===== src/rtl/uart_sync_fifo_pkg.sv =====
// Shared UART FIFO definitions: default geometry used by the TX/RX buffers
// and a constant-foldable ceil(log2) helper.
package uart_sync_fifo_pkg;

  localparam int unsigned UART_FIFO_DATA_W = 8;
  localparam int unsigned UART_FIFO_DEPTH  = 16;

  function automatic int unsigned clog2(input int unsigned value);
    int unsigned result;
    result = 0;
    for (int unsigned i = 0; i < 32; i++) begin
      if ((32'd1 << i) < value) result = i + 1;
    end
    return result;
  endfunction

endpackage


===== src/rtl/uart_sync_fifo.sv =====
// Parametrised synchronous FIFO between the UART engines and the bus side,
// with occupancy, thresholds, sticky errors, flush and optional FWFT reads.
module uart_sync_fifo
  import uart_sync_fifo_pkg::*;
#(
  parameter int unsigned DATA_W   = UART_FIFO_DATA_W,
  parameter int unsigned DEPTH    = UART_FIFO_DEPTH,
  parameter int unsigned AF_LEVEL = DEPTH - 2,
  parameter int unsigned AE_LEVEL = 2,
  parameter int unsigned FWFT     = 0,
  localparam int unsigned AW      = clog2(DEPTH),
  localparam int unsigned LW      = AW + 1
) (
  input  logic              clk,
  input  logic              reset,
  input  logic [DATA_W-1:0] i_wr_data,
  input  logic              i_wr_en,
  input  logic              i_rd_en,
  input  logic              i_flush,
  input  logic              i_clr_err,
  output logic [DATA_W-1:0] o_rd_data,
  output logic              o_rd_valid,
  output logic              o_empty,
  output logic              o_full,
  output logic              o_almost_empty,
  output logic              o_almost_full,
  output logic [LW-1:0]     o_level,
  output logic              o_overflow,
  output logic              o_underflow
);

  if ((DEPTH < 4) || ((DEPTH & (DEPTH - 1)) != 0)) begin : g_bad_depth
    $error("uart_sync_fifo: DEPTH must be a power of two and at least 4");
  end
  if (AF_LEVEL > DEPTH) begin : g_bad_af
    $error("uart_sync_fifo: AF_LEVEL must not exceed DEPTH");
  end
  if (AE_LEVEL >= DEPTH) begin : g_bad_ae
    $error("uart_sync_fifo: AE_LEVEL must be below DEPTH");
  end

  logic [DATA_W-1:0] r_mem [DEPTH];
  logic [AW-1:0]     r_wr_ptr, r_rd_ptr;
  logic [LW-1:0]     r_level, w_level_d;
  logic              r_empty, r_full, r_almost_empty, r_almost_full;
  logic              r_overflow, r_underflow;
  logic [DATA_W-1:0] r_rd_data, w_head;
  logic              r_rd_valid;
  logic              w_push_ok, w_pop_ok;

  // Acceptance uses the registered flags; flush suppresses both sides.
  assign w_push_ok = i_wr_en & ~r_full & ~i_flush;
  assign w_pop_ok  = i_rd_en & ~r_empty & ~i_flush;
  assign w_head    = r_mem[r_rd_ptr];

  always_comb begin
    w_level_d = r_level;
    if (i_flush) begin
      w_level_d = '0;
    end else if (w_push_ok && !w_pop_ok) begin
      w_level_d = r_level + LW'(1);
    end else if (w_pop_ok && !w_push_ok) begin
      w_level_d = r_level - LW'(1);
    end
  end

  always_ff @(posedge clk) begin
    if (w_push_ok) r_mem[r_wr_ptr] <= i_wr_data;
  end

  always_ff @(posedge clk or posedge reset) begin
    if (reset) begin
      r_wr_ptr       <= '0;
      r_rd_ptr       <= '0;
      r_level        <= '0;
      r_empty        <= 1'b1;
      r_full         <= 1'b0;
      r_almost_empty <= 1'b1;
      r_almost_full  <= 1'b0;
      r_overflow     <= 1'b0;
      r_underflow    <= 1'b0;
      r_rd_data      <= '0;
      r_rd_valid     <= 1'b0;
    end else begin
      r_level        <= w_level_d;
      r_empty        <= (w_level_d == '0);
      r_full         <= (w_level_d == LW'(DEPTH));
      r_almost_empty <= (w_level_d <= LW'(AE_LEVEL));
      r_almost_full  <= (w_level_d >= LW'(AF_LEVEL));
      if (i_flush) begin
        r_wr_ptr <= '0;
        r_rd_ptr <= '0;
      end else begin
        if (w_push_ok) r_wr_ptr <= r_wr_ptr + AW'(1);
        if (w_pop_ok)  r_rd_ptr <= r_rd_ptr + AW'(1);
      end
      r_rd_valid <= w_pop_ok && (FWFT == 0);
      // In FWFT mode the visible head is latched on flush so rd_data holds.
      if (w_pop_ok || (i_flush && (FWFT != 0) && !r_empty)) r_rd_data <= w_head;
      r_overflow  <= (i_wr_en & r_full & ~i_flush) | (r_overflow & ~i_clr_err);
      r_underflow <= (i_rd_en & r_empty & ~i_flush) | (r_underflow & ~i_clr_err);
    end
  end

  assign o_rd_data      = ((FWFT != 0) && !r_empty) ? w_head : r_rd_data;
  assign o_rd_valid     = (FWFT != 0) ? ~r_empty : r_rd_valid;
  assign o_empty        = r_empty;
  assign o_full         = r_full;
  assign o_almost_empty = r_almost_empty;
  assign o_almost_full  = r_almost_full;
  assign o_level        = r_level;
  assign o_overflow     = r_overflow;
  assign o_underflow    = r_underflow;

endmodule


===== config.mk =====
export PLATFORM = sky130hd
export DESIGN_NAME = uart_sync_fifo
export DESIGN_NICKNAME = d
export VERILOG_FILES = /design/src/rtl/uart_sync_fifo_pkg.sv /design/src/rtl/uart_sync_fifo.sv
export SDC_FILE = /design/constraint.sdc
export NUM_CORES = 1
export LEC_CHECK = 0
export BUFFER_PORTS_ARGS = -buffer_cell sky130_fd_sc_hd__buf_4
export CORE_AREA = 2 2 106 108
export DETAILED_ROUTE_END_ITERATION = 10
export DIE_AREA = 0 0 108 110
export PLACE_DENSITY = 0.84
export SLEW_MARGIN = 25
export SYNTH_ARGS = -nofsm -noshare
export SYNTH_HDL_FRONTEND = slang
export SYNTH_SLANG_ARGS = --single-unit

===== constraint.sdc =====
create_clock -name clk -period 3.5 [get_ports clk]
set_clock_uncertainty 0.15 [all_clocks]
set_input_delay 0 -clock clk [delete_from_list [all_inputs] [get_ports clk]]
set_output_delay 0 -clock clk [all_outputs]
set_load 0.01 [all_outputs]

# After elaboration in Yosys (flattened, before gate mapping)
# Memories as Yosys holds them, arrays and structs flattened. A register that Yosys moved wholly into a read port is not among the register bits.
# Index checks and enable logic that the tools add are counted.
# totals
register_bits	20
latchBits	0
mem_bits_rw	128
romBits	0
output_inout_bits	20
word_cells	50
mem_count	1
# classes
add_sub_neg	4
multipliers	0
div_mod_pow	0
order_cmp	2
eq_ne	1
shift	0
muxes	9
bitwise	16
n_reduce_logical	7
# memory_table
name	words	width	rd	rd_clocked_by_memory_dff	write_ports	line	source
r_mem	16	8	1	1	1	uart_sync_fifo.sv:42	logic [DATA_W-1:0] r_mem [DEPTH];
# op_table
operator	n
4-bit 2-to-1 mux	4
5-bit 2-to-1 mux	3
1-bit AND	10
4-bit by 1-bit adder with 4-bit output, second input constant	2
5-bit by 1-bit adder with 5-bit output, second input constant	1
5-bit equality test, second input constant	1
5-bit by 4-bit greater-or-equal comparator with 1-bit output, second input constant	1
5-bit by 2-bit <= comparator with 1-bit output, second input constant	1
5-bit zero test	1
5-bit by 1-bit subtractor with 5-bit output, second input constant	1
1-bit inverter	4
2-bit nonzero test	2
1-bit logical AND	2
1-bit zero test	2
1-bit 2-to-1 mux	2
1-bit OR	2

# Depth between registers and ports, before layout
# depth
word_depth	9
ltp_mapped	8
depth_no_buf	7

# Worst setup path before layout
# OpenSTA, ideal clock, no wires.
# synth_timing
path_kind	reg2reg
from	register r_rd_ptr[1]
to	register r_rd_data[0], in the netlist o_rd_data[0], read port of r_mem
arrival_time_ns	1.776
required_ns	3.224
path_slack_ns	1.448
path_stages_with_launch	7
cell_sequence	dfrtp_1 > buf_2 > buf_2 > mux4_2 > mux2i_1 > nor3_1 > a221o_1
# synth_rtl
item	line	source
from (decl)	uart_sync_fifo.sv:43	logic [AW-1:0] r_wr_ptr, r_rd_ptr;
from (signal assigned)	uart_sync_fifo.sv:95	if (w_pop_ok) r_rd_ptr <= r_rd_ptr + AW'(1);
to (decl)	uart_sync_fifo.sv:47	logic [DATA_W-1:0] r_rd_data, w_head;

==> out/summary.txt <==
Status: completed
Synthesized area: 6430 um2
Setup Crit Path Kind: flip-flop to flip-flop
Final net count: 434
Synth Warn #: 0
Post-synth top area cell: edfxtp_1
Top-count cell post-synth: edfxtp_1
First DRT Iteration DRCs: 281
Power Density: 597 nW/um2
Kind of cell adding the most delay to the critical path: flip-flops
Via count: 3501
GRT overflow: 0
Required time of the critical path: 3.76 ns
Routability cong.: 0.903
Latest clock arrival within the worst-skew pair: 0.53 ns
TritonRoute pass-1 iters: 6
Placed Area: 6800 um2
Largest fanout on the critical path: 20
Post-DR wirelength/cell: 23.0 um
Yosys cell types: 53
Hold Crit Class: input port to flip-flop
Synth top cells by count: edfxtp_1 (128), mux4_2 (31), nor2_1 (28)
Internal power: 3.40 mW
Number of H-tree levels: 4
Max Cap Viol: 0
Initial antenna violation count: 0
Std cell rows: 38
# Post-CTS Setup Buffers: 0
RSZ-0062 raised after global routing: no
Seq/Total Area, Yosys: 70.8%
Die area: 11900 um2
Post-synth EDFFs: 128
Number of buffers created by CTS: 17
DR vias/cell: 6.19
Vias in the first global route: 3694
CP max-delay cell: dfrtp_2
Final ANT Viol Nets: 0
Setup_tns: 0 ns
CTS Root Cell: clkbuf_8
Worst-path clk slew: 0.06 ns
DRC errors left: 0
CORE AREA: 10700 um2
Crit path DAT: 2.68 ns
Switching power: 1.09 mW
Die width: 108 um
Worst VDD drop: 0.000472 V
Comb pwr share: 12.2%
Height of the die: 110 um
Post-Synthesis Cells: 359
Final wirelength: 13.0 mm
HPWL Detailed: 8.05 mm
Port buffer count: 33
Design area: 7510 um2
Mean post-synth cell area: 17.9 um2
Initial Util: 60.1%
Buf/Inv on CP: 1
Final setup violation count: 0
Largest net degree at the start of global routing: 29
First-pass GRT wire length: 20.2 mm
Clock Path Buffers: 2
Synthesized flop and latch total: 156
Crit path time final: 2.42 ns
Worst slew margin: 30.4%
Share of the synthesized area in the top cell type: 59.8%
Syn nets: 380
Synth async-reset ratio: 17.9%
Delay of the slowest critical-path stage: 0.76 ns
Hold-fix buffers at CTS: 15
Clock power share: 38.8%
I/O pin count: 34
Sequential share of power: 49.0%
Max Freq: 413 MHz
Share of layout cells above drive strength 1: 29.3%
TritonCTS clock tree: done
Worst slew pin tran: 1.04 ns
All-Layer GR Usage: 24.4%
CP Launch Type: flip-flop
Final cycle utilization of the critical path: 69.1%
CTS resizes: 0
Fin. Hold Viols: 0
Top post-synthesis cells by area: edfxtp_1 (60%), mux4_2 (11%), dfrtp_1 (10%)
CTS sink cnt: 156
Top_reg_cell synth: edfxtp_1
Leak pwr: 2.60 nW
Worst setup EP type: flip-flop
Area growth from synthesis to layout: 16.9%
CP Cell Sequence: buf_4, mux4_2, mux2_2, a221o_1
Diode count: 0
Sw Share: 24.2%
Pins Over Slew Limit: 0
## worst paths after layout
path                         startpoint            to  depth (start not counted)  slack (ns)
min in group asynchronous         reset   r_rd_ptr[0]                          4        0.53
max in group asynchronous         reset   r_rd_ptr[1]                          4        2.23
setup reg to reg            r_rd_ptr[1]  o_rd_data[5]                          4        1.08
hold reg to reg            o_rd_data[5]  o_rd_data[5]                          1        0.39
setup / recovery            r_rd_ptr[1]  o_rd_data[5]                          4        1.08
hold / removal             i_wr_data[2]   r_mem[7][2]                          2        0.17
## placed cells by master, fill, tap and decap left out, types with 2 or more instances in the layout
| master | netlist | layout |
|---|---|---|
| nor2_1 | 28 | 28 |
| nand2_1 | 13 | 13 |
| or3_1 | 2 | 2 |
| a221o_1 | 7 | 7 |
| and3_1 | 2 | 2 |
| a31oi_1 | 2 | 2 |
| dfrtp_2 | 0 | 2 |
| dlygate4sd3_1 | 0 | 15 |
| nand3_1 | 6 | 6 |
| clkbuf_16 | 0 | 16 |
| dfrtp_1 | 26 | 24 |
| bufinv_16 | 0 | 2 |
| edfxtp_1 | 128 | 128 |
| inv_2 | 1 | 2 |
| mux2i_1 | 9 | 9 |
| nand4_1 | 2 | 2 |
| o21ai_0 | 2 | 2 |
| and2_1 | 2 | 2 |
| a21oi_1 | 4 | 4 |
| xor2_1 | 4 | 4 |
| ha_1 | 7 | 7 |
| clkinv_4 | 0 | 6 |
| nor3b_1 | 2 | 2 |
| mux4_2 | 31 | 31 |
| nor2b_1 | 3 | 3 |
| inv_1 | 9 | 8 |
| nor3_1 | 12 | 12 |
| clkinvlp_4 | 0 | 3 |
| xnor2_1 | 3 | 3 |
| dfstp_2 | 2 | 2 |
| mux2_2 | 8 | 8 |
| nand2b_1 | 2 | 2 |
| buf_4 | 0 | 38 |
| clkinv_2 | 0 | 2 |
| a32o_1 | 2 | 2 |
## area by class of cell
type	count	area [um2]
Multi-Input combinational cell	174	1730
Tap cell	140	175
Clock buffer	18	418
Clock inverter	14	149
Timing Repair Buffer	53	435
Sequential cell	156	4550
Fill cell	625	3180
Inverter	11	53.8
## stage by stage
step	hold slack, ns	power (mW)	util [%]	setup WS [ns]	instances
after floorplan	-0.0861	2.54	-	1.45	359
after global placement	0.135	2.74	63.5	1.04	519
after detailed placement	-0.0286	2.76	63.5	0.973	519
after CTS	0.153	4.50	70.2	0.965	566
after global routing	0.174	4.62	70.2	0.935	566
final	0.169	4.48	70.2	1.08	566
## layer usage
| layer | global-route usage, % | share of wire (%) | routed length (um) | up-vias |
|---|---|---|---|---|
| li1 | - | - | - | 1522 |
| met1 | 29.9 | 38 | 4960 | 1783 |
| met2 | 40.5 | 52 | 6750 | 163 |
| met3 | 7.29 | 7.1 | 924 | 33 |
| met4 | 10.9 | 2.9 | 379 | 0 |
| met5 | 0 | 0 | 0 | - |
## registers in the layout, summed over array words and instances (netlist names), 4 cells and up
register	count
r_rd_ptr	4
o_level	5
o_rd_data	8
r_wr_ptr	4
r_mem	128
## logic make-up after synthesis
family / share of synthesized area [%]
XOR/XNOR: 0.954
AO/OA/AOI/OAI: 3.60
flip-flops: 70.8
multiplexers: 13.7
AND/OR/NAND/NOR: 7.38
adder cells (fa/ha/maj): 1.36
buffers and inverters: 2.28
## power by group through the flow
stage          clock network (mW)  registers [mW]  logic (mW)
3_3_place_gp                    0            2.23       0.510
4_1_cts                      1.76            2.19       0.552
3_5_place_dp                    0            2.23       0.534
5_1_grt                      1.82            2.21       0.593
6_report                     1.74            2.20       0.548
2_1_floorplan                   0            2.21       0.322
No activity file was read; power rests on OpenSTA's default activity.
